`src/rtl/regfile_pkg.sv`:
```
// regfile_pkg: shared constants for the MIPS general-purpose register file.
//   DATA_W_DEF / ADDR_W_DEF : default register width and index width
//   REG_*                   : symbolic MIPS register indices (r0 is hardwired to zero)
package regfile_pkg;

  localparam int DATA_W_DEF = 32;
  localparam int ADDR_W_DEF = 5;

  localparam logic [ADDR_W_DEF-1:0] REG_ZERO = 5'd0;
  localparam logic [ADDR_W_DEF-1:0] REG_AT   = 5'd1;
  localparam logic [ADDR_W_DEF-1:0] REG_V0   = 5'd2;
  localparam logic [ADDR_W_DEF-1:0] REG_A0   = 5'd4;
  localparam logic [ADDR_W_DEF-1:0] REG_T0   = 5'd8;
  localparam logic [ADDR_W_DEF-1:0] REG_S0   = 5'd16;
  localparam logic [ADDR_W_DEF-1:0] REG_GP   = 5'd28;
  localparam logic [ADDR_W_DEF-1:0] REG_SP   = 5'd29;
  localparam logic [ADDR_W_DEF-1:0] REG_FP   = 5'd30;
  localparam logic [ADDR_W_DEF-1:0] REG_RA   = 5'd31;

endpackage

```
`src/rtl/regfile_scoreboard.sv`:
```
// regfile_scoreboard: one busy bit per register, tracking writebacks in flight.
//   clk, rst      : clock, asynchronous active-high reset (clears all busy bits)
//   set_en/addr   : issue of an instruction that will write set_addr (sets busy)
//   clr_en/addr   : writeback to clr_addr (clears busy)
//   rd_addr       : flattened per-port lookup addresses, port i at [i*ADDR_W +: ADDR_W]
//   rd_busy       : registered busy bit of each looked-up register
// A set and a clear on the same register in one cycle leave it busy: the write
// retires an older producer while the newly issued one is still outstanding.
module regfile_scoreboard
  import regfile_pkg::*;
#(
  parameter int ADDR_W = ADDR_W_DEF,
  parameter int NUM_RD = 2
) (
  input  logic                     clk,
  input  logic                     rst,
  input  logic                     set_en,
  input  logic [ADDR_W-1:0]        set_addr,
  input  logic                     clr_en,
  input  logic [ADDR_W-1:0]        clr_addr,
  input  logic [NUM_RD*ADDR_W-1:0] rd_addr,
  output logic [NUM_RD-1:0]        rd_busy
);

  localparam int DEPTH = 2 ** ADDR_W;
  localparam logic [ADDR_W-1:0] ADDR_ZERO = {ADDR_W{1'b0}};

  logic [DEPTH-1:0] busy_r;
  logic [DEPTH-1:0] busy_nxt_s;

  // Next busy vector: clear first, then set, so set wins on a shared address.
  always_comb begin
    busy_nxt_s = busy_r;
    if (clr_en && (clr_addr != ADDR_ZERO)) begin
      busy_nxt_s[clr_addr] = 1'b0;
    end else begin
      busy_nxt_s = busy_nxt_s;
    end
    if (set_en && (set_addr != ADDR_ZERO)) begin
      busy_nxt_s[set_addr] = 1'b1;
    end else begin
      busy_nxt_s = busy_nxt_s;
    end
    busy_nxt_s[0] = 1'b0;
  end

  // Busy vector register.
  always_ff @(posedge clk or posedge rst) begin
    if (rst) begin
      busy_r <= {DEPTH{1'b0}};
    end else begin
      busy_r <= busy_nxt_s;
    end
  end

  // Per-port lookup of the registered busy bits.
  always_comb begin
    rd_busy = {NUM_RD{1'b0}};
    for (int i = 0; i < NUM_RD; i++) begin
      rd_busy[i] = busy_r[rd_addr[i*ADDR_W +: ADDR_W]];
    end
  end

endmodule

```
`src/rtl/regfile_mp.sv`:
```
// regfile_mp: clocked MIPS register file, NUM_RD combinational read ports, one
// synchronous write port, r0 hardwired to zero, with a per-register busy scoreboard.
//   clk, rst             : clock, asynchronous active-high reset (clears data and busy)
//   regWrite/writeAddr/writeData : writeback port
//   rdAddr / rdData      : flattened read ports, port i at [i*W +: W]
//   rdBusy               : per-port pending-write flag for the addressed register
//   issueValid/issueAddr : decode issued an instruction that will write issueAddr
// Optional feature, macro REGFILE_BYPASS_EN: same-cycle write-to-read forwarding.
module regfile_mp
  import regfile_pkg::*;
#(
  parameter int DATA_W = DATA_W_DEF,
  parameter int ADDR_W = ADDR_W_DEF,
  parameter int NUM_RD = 2
) (
  input  logic                     clk,
  input  logic                     rst,
  input  logic                     regWrite,
  input  logic [ADDR_W-1:0]        writeAddr,
  input  logic [DATA_W-1:0]        writeData,
  input  logic [NUM_RD*ADDR_W-1:0] rdAddr,
  output logic [NUM_RD*DATA_W-1:0] rdData,
  output logic [NUM_RD-1:0]        rdBusy,
  input  logic                     issueValid,
  input  logic [ADDR_W-1:0]        issueAddr
);

  localparam int DEPTH = 2 ** ADDR_W;
  localparam logic [ADDR_W-1:0] ADDR_ZERO = {ADDR_W{1'b0}};

  logic [DATA_W-1:0] regs_r [DEPTH];
  logic [NUM_RD-1:0] sb_busy_s;
  logic              wr_en_s;

  assign wr_en_s = regWrite && (writeAddr != ADDR_ZERO);

  // Data array: async clear, write on rising edge when enabled to a nonzero register.
  always_ff @(posedge clk or posedge rst) begin
    if (rst) begin
      for (int k = 0; k < DEPTH; k++) begin
        regs_r[k] <= {DATA_W{1'b0}};
      end
    end else if (wr_en_s) begin
      regs_r[writeAddr] <= writeData;
    end
  end

  regfile_scoreboard #(
    .ADDR_W (ADDR_W),
    .NUM_RD (NUM_RD)
  ) u_scoreboard (
    .clk      (clk),
    .rst      (rst),
    .set_en   (issueValid),
    .set_addr (issueAddr),
    .clr_en   (regWrite),
    .clr_addr (writeAddr),
    .rd_addr  (rdAddr),
    .rd_busy  (sb_busy_s)
  );

  for (genvar g = 0; g < NUM_RD; g++) begin : g_rd
    logic [ADDR_W-1:0] addr_s;
    logic [DATA_W-1:0] data_s;
    logic              busy_s;

    assign addr_s = rdAddr[g*ADDR_W +: ADDR_W];

    // Read mux for one port; r0 reads zero regardless of contents or forwarding.
    always_comb begin
      data_s = {DATA_W{1'b0}};
      busy_s = sb_busy_s[g];
      if (addr_s == ADDR_ZERO) begin
        data_s = {DATA_W{1'b0}};
      end else begin
        data_s = regs_r[addr_s];
      end
`ifdef REGFILE_BYPASS_EN
      // Forward the in-flight write; gated by rst so reads stay zero during reset.
      // The register stays busy only if a new producer is issued on the same edge.
      if (!rst && wr_en_s && (writeAddr == addr_s)) begin
        data_s = writeData;
        busy_s = issueValid && (issueAddr == writeAddr);
      end else begin
        data_s = data_s;
      end
`endif
    end

    assign rdData[g*DATA_W +: DATA_W] = data_s;
    assign rdBusy[g]                  = busy_s;
  end

endmodule

```
`config.mk`:
```
export PLATFORM = sky130hd
export DESIGN_NAME = regfile_mp
export DESIGN_NICKNAME = d
export VERILOG_FILES = /design/src/rtl/regfile_pkg.sv /design/src/rtl/regfile_scoreboard.sv /design/src/rtl/regfile_mp.sv
export SDC_FILE = /design/constraint.sdc
export NUM_CORES = 2
export LEC_CHECK = 0
export BUFFER_PORTS_ARGS = -buffer_cell sky130_fd_sc_hd__buf_2
export CAP_MARGIN = 20
export CORE_ASPECT_RATIO = 1.4
export CORE_MARGIN = 2
export CORE_UTILIZATION = 50
export CTS_CLUSTER_SIZE = 30
export DETAILED_ROUTE_END_ITERATION = 7
export PLACE_DENSITY = 0.7
export SYNTH_ARGS = -nofsm -noshare
export SYNTH_HDL_FRONTEND = slang
export SYNTH_SLANG_ARGS = --single-unit
```
`constraint.sdc`:
```
create_clock -name clk -period 48.6 [get_ports clk]
set_input_delay 12.15 -clock clk [delete_from_list [all_inputs] [get_ports clk]]
set_output_delay 12.15 -clock clk [all_outputs]
set_load 0.03 [all_outputs]
```
=== Word level (Yosys, flattened, before mapping) ===
Cells that the tools add are included.

* Bits in registers: 1055
* Input bits: 56
* Word-level logic and storage cells: 79

* Order comparisons: 10
* Multiplexer cells: 21
* Bitwise logic cells: 6
* Reduce and logical (&&, ||, !) cells: 9

{| class="wikitable"
|+ Operator list
! operator !! count
|-
| bitwise mux 1024 bit || 1
|-
| binary-select mux 32 bit (select 5 bit) || 2
|-
| 2-to-1 mux 32 bit || 9
|-
| demux 32 bit (select 5 bit) || 1
|-
| AND 32 bit || 1
|-
| inverter 32 bit || 1
|-
| bitwise OR 32 bit || 1
|-
| less-than comparator 5 x 6 -> 1 bit (second input constant) || 4
|-
| >= comparator 6 bit (second input constant) || 3
|-
| inverter 5 -> 6 bit || 3
|-
| binary-select mux 1 bit (select 5 bit) || 2
|-
| demux 1 bit (select 5 bit) || 2
|-
| >= comparator 5 x 1 -> 1 bit (second input constant) || 2
|-
| logical NOT 5 bit || 2
|-
| nonzero test 5 bit || 2
|-
| less-than comparator 6 x 1 -> 1 bit (second input constant) || 1
|-
| logical AND 1 bit || 5
|-
| 2-to-1 mux 1 bit || 4
|}

=== Depth between registers and ports, before layout ===
* Depth in word-level cells: 9
* Mapped depth: 8
* Depth with buffers taken out: 4

=== Cells and area by module ===
From an unflattened synthesis, not the netlist that was laid out.

* Cells, all modules: 3817
* Area total of the unflattened synthesis: 56840.8 sq um

{| class="wikitable"
|+ By module, submodules not included
! module !! times used !! cells an instance !! area each (sq um) !! seq. area each (sq um)
|-
| regfile_mp || 1 || 3617 || 54974.0 || 25624.6
|-
| regfile_scoreboard || 1 || 200 || 1866.8 || 775.7
|}

=== Worst setup path before layout ===
No wires, ideal clock.

* Path kind: input -> output
* Start point: input port rdAddr[1]
* End point: output port rdData[2]
* Arrival time: 14174 ps
* Required time: 36450 ps
* Path slack: 22276 ps
* Stages on the path: 8
* Buffers on the path: 4
* Path through: buf_2 -> buf_6 -> buf_4 -> nor2_1 -> clkbuf_1 -> a221oi_1 -> o21ai_0 -> a311oi_1

* Longest elaborated chain between the ends: 5

{| class="wikitable"
|+ Ends and longest elaborated chain
! item !! line !! RTL
|-
| start: declaration || regfile_mp.sv:21 || <nowiki>input logic [NUM_RD*ADDR_W-1:0] rdAddr,</nowiki>
|-
| inverter 5 -> 6 bit (not written as such) || regfile_mp.sv:76 || <nowiki>data_s = regs_r[addr_s];</nowiki>
|-
| binary-select mux 32 bit (select 5 bit) || regfile_mp.sv:76 ||
|-
| 2-to-1 mux 32 bit (not written as such) (2 in series) || regfile_mp.sv:76 ||
|-
| 2-to-1 mux 32 bit (*) || regfile_mp.sv:73 || <nowiki>if (addr_s == ADDR_ZERO) begin</nowiki>
|-
| end: declaration || regfile_mp.sv:22 || <nowiki>output logic [NUM_RD*DATA_W-1:0] rdData,</nowiki>
|}

Every way passes the cells marked *; elsewhere a longest branch is shown, timed or not. The select of a mux whose other input is x is not followed.

=== Worst setup path in the final report ===
* Start point: input port rdAddr[5]
* End point: output port rdData[63]

Same word-level chain as after synthesis.

==> results.json <==
{
  "crit_type": "in -> out",
  "placed_area_um2": 57500,
  "io_pins": 122,
  "rows": 145,
  "place_ws_ns": 20.20,
  "cts_made_buffers": 107,
  "p_sw_frac": 0.277,
  "cts.path.max_buffers": 3,
  "p_leak_uw": 0.0262,
  "setup_viol": 0,
  "seq_area_frac_synth": 0.471,
  "pwr-share-comb": 0.205,
  "final_cell_area_um2": 61200,
  "port_buffers": 121,
  "syn2layout_area_growth_pct": 9.27,
  "grt_max_degree": 172,
  "slew_headroom": 0.239,
  "p_switching_uw": 707,
  "powerDensity_nw_per_um2": 41.7,
  "worstPathRequired_ns": 36.45,
  "cts.clk_slew.worst_paths_ns": 0.06,
  "place_hpwl_mm": 97.4,
  "cts-root-buf": "clkbuf_16",
  "syn_nets": 3818,
  "core_um2": 111000,
  "ys_seq_elements": 1055,
  "drive_gt1_frac": 0.524,
  "rsz0062_at_grt": "no",
  "maxSlewViolCount": 0,
  "firstDrtPassIters": 6,
  "tns_ns": 0,
  "grtUsageTotal": 0.309,
  "finalHoldViolations": 0,
  "yosys_warnings": 0,
  "tritoncts": "built",
  "seqPwrFrac": 0.459,
  "via_per_inst": 6.91,
  "worst-path-max-fanout": 31,
  "grt_pass1_vias": 37426,
  "netlist_instances": 3762,
  "end_kind": "output pin",
  "tightest_slew_ns": 1.14,
  "fp.dieW_um": 287,
  "finalPower_uw": 2550,
  "p_int_uw": 1850,
  "syn_area_per_cell_um2": 14.9,
  "vias": 35892,
  "wl_per_cell_um": 33.7,
  "skew_ns": 0,
  "place.gp.congestion": 0.810,
  "initial_core_util": 0.503,
  "yosys.cell_types.count": 37,
  "finalWorstSetupSlack_ns": 20.19,
  "maxClockFrequency_mhz": 35.2,
  "htreeDepth": 3,
  "overflow": 0,
  "drt_wl_total_mm": 175,
  "route.detailed.drc": 0,
  "grt_antenna_before_repair": 15,
  "num-nets-final": 3690,
  "cts_resized": 0,
  "cts.sinks": 1055,
  "synth_area_um2": 56000,
  "grt_pass1_wl_mm": 258,
  "cts-hold-fix-buffers": 0,
  "antenna_left": 0,
  "crit_arrival_ns": 16.26,
  "cts_setup_buffers": 0,
  "die-area_um2": 115000,
  "fin_crit_ns": 28.41,
  "dieHeight_um": 400,
  "irDropWorstVdd_uv": 35.0,
  "min_path_type": "reg -> reg",
  "drtIter0Drc": 3456,
  "fin_crit_sh": 0.585,
  "start_kind": "input pin",
  "cap_violations": 0,
  "clkLatencyLatePin_ns": 0.71,
  "p_clk_frac": 0.336,
  "status": "completed"
}
[worst max-delay path, stage by stage]
cell	delay [ns]
buf_6	0.36
buf_4	0.76
buf_4	0.56
and2_2	0.91
a22oi_1	0.15
a311oi_1	0.88
buf_2	0.35
[cells by family (layout without fill, tap and decap cells)]
group,Yosys count,after routing,synth area share
AO/OA/AOI/OAI,402,402,0.0515
buffers and inverters,459,417,0.0354
flip-flops,1055,1055,0.471
multiplexers,1654,1654,0.423
other,0,7,0
AND/OR/NAND/NOR,192,192,0.0186
[cell type report]
cell class / instances / area (µm²)
clock buffers: 161 / 3240
well taps: 1470 / 1840
diodes: 7 / 17.5
inverters: 15 / 68.8
repair buffers: 207 / 1380
clock inverters: 34 / 388
multi-input cells: 2248 / 27900
flip-flops and latches: 1055 / 26400
fillers: 9068 / 50200
[path summary, 6_finish.rpt]
check                                  start      endpoint  slack (ns)  depth (start not counted)
worst min-delay path            regs_r[1002]  regs_r[1002]        0.40                          0
max in group asynchronous                rst   regs_r[787]       33.42                          7
worst max register to register   regs_r[666]   regs_r[666]       47.78                          1
worst min register to register  regs_r[1002]  regs_r[1002]        0.40                          0
min in group asynchronous                rst   regs_r[641]       11.56                          2
worst max-delay path               rdAddr[5]    rdData[63]       20.19                          7
[flip-flops by register name, summed over array words and instances (netlist names)]
name                 flops
regs_r                1024
u_scoreboard.busy_r     31
[power by group through the flow]
stage	Clock [µW]	Combinational [µW]	Sequential [µW]
5_1_grt	903	557	1190
4_1_cts	869	523	1170
3_5_place_dp	0	521	1180
2_1_floorplan	0	420	1140
6_report	859	523	1170
3_3_place_gp	0	511	1170
[metal layers]
layer / share of wire / up-vias / GRT usage
met4: 0.060 / 8 / 0.166
met5: 0.00039 / - / 0
met2: 0.50 / 1588 / 0.521
met1: 0.37 / 19462 / 0.379
li1: - / 14344 / -
met3: 0.070 / 490 / 0.0577
[placed cells by master, fill, tap and decap left out, drive strengths merged, types with 3 or more instances in the layout]
cell | netlist | routed
a211oi | 64 | 64
a221oi | 46 | 46
a22o | 11 | 11
a22oi | 64 | 64
a311oi | 64 | 64
and2 | 3 | 3
buf | 194 | 207
bufinv | 0 | 7
clkbuf | 250 | 161
clkinv | 0 | 21
dfrtp | 1055 | 1055
diode | 0 | 7
inv | 15 | 19
mux2 | 1058 | 1058
mux2i | 130 | 130
mux4 | 466 | 466
nand2 | 57 | 57
nand2b | 7 | 7
nand3 | 7 | 7
nand4 | 4 | 4
nand4b | 3 | 3
nor2 | 16 | 16
nor2b | 76 | 76
nor3 | 8 | 8
nor3b | 3 | 3
o2111ai | 18 | 18
o21ai | 121 | 121
o22ai | 10 | 10
or2 | 3 | 3
[synth_stat cells]
cell	n	area (µm²)
nand3_1	7	35.0
or4_1	2	15.0
nor4b_1	1	8.76
a22o_1	11	96.3
buf_2	162	811
nor4_2	1	12.5
mux2_2	1058	11900
a32o_1	2	20.0
o22ai_1	10	62.6
nand2b_1	7	43.8
a22oi_1	64	480
nor3_2	3	30.0
o2bb2ai_1	2	17.5
nor2_1	16	60.1
nor3b_1	2	15.0
and3b_1	1	8.76
a221oi_1	46	403
nand4b_1	3	26.3
mux2i_1	130	1300
buf_4	8	60.1
nor3b_2	1	12.5
dfrtp_1	1055	26400
o21ai_0	121	606
nor2b_1	76	475
inv_1	15	56.3
buf_6	4	45.0
and2_1	3	18.8
a211oi_1	64	480
or2_2	3	18.8
nand4_1	4	25.0
mux4_2	466	10500
buf_1	20	75.1
clkbuf_1	250	938
nand2_1	57	214
a311oi_1	64	561
o2111ai_1	18	158
nor3_1	5	25.0
[per-stage QoR]
step                hold slack (ns)  instances   util
floorplan                     0.441       3762      -
global placement              0.377       4993  0.516
detailed placement            0.382       4993  0.516
CTS                           0.398       5188  0.549
global route                  0.406       5192  0.549
finish                        0.396       5197  0.550
Power figures use the tool's default switching activity.
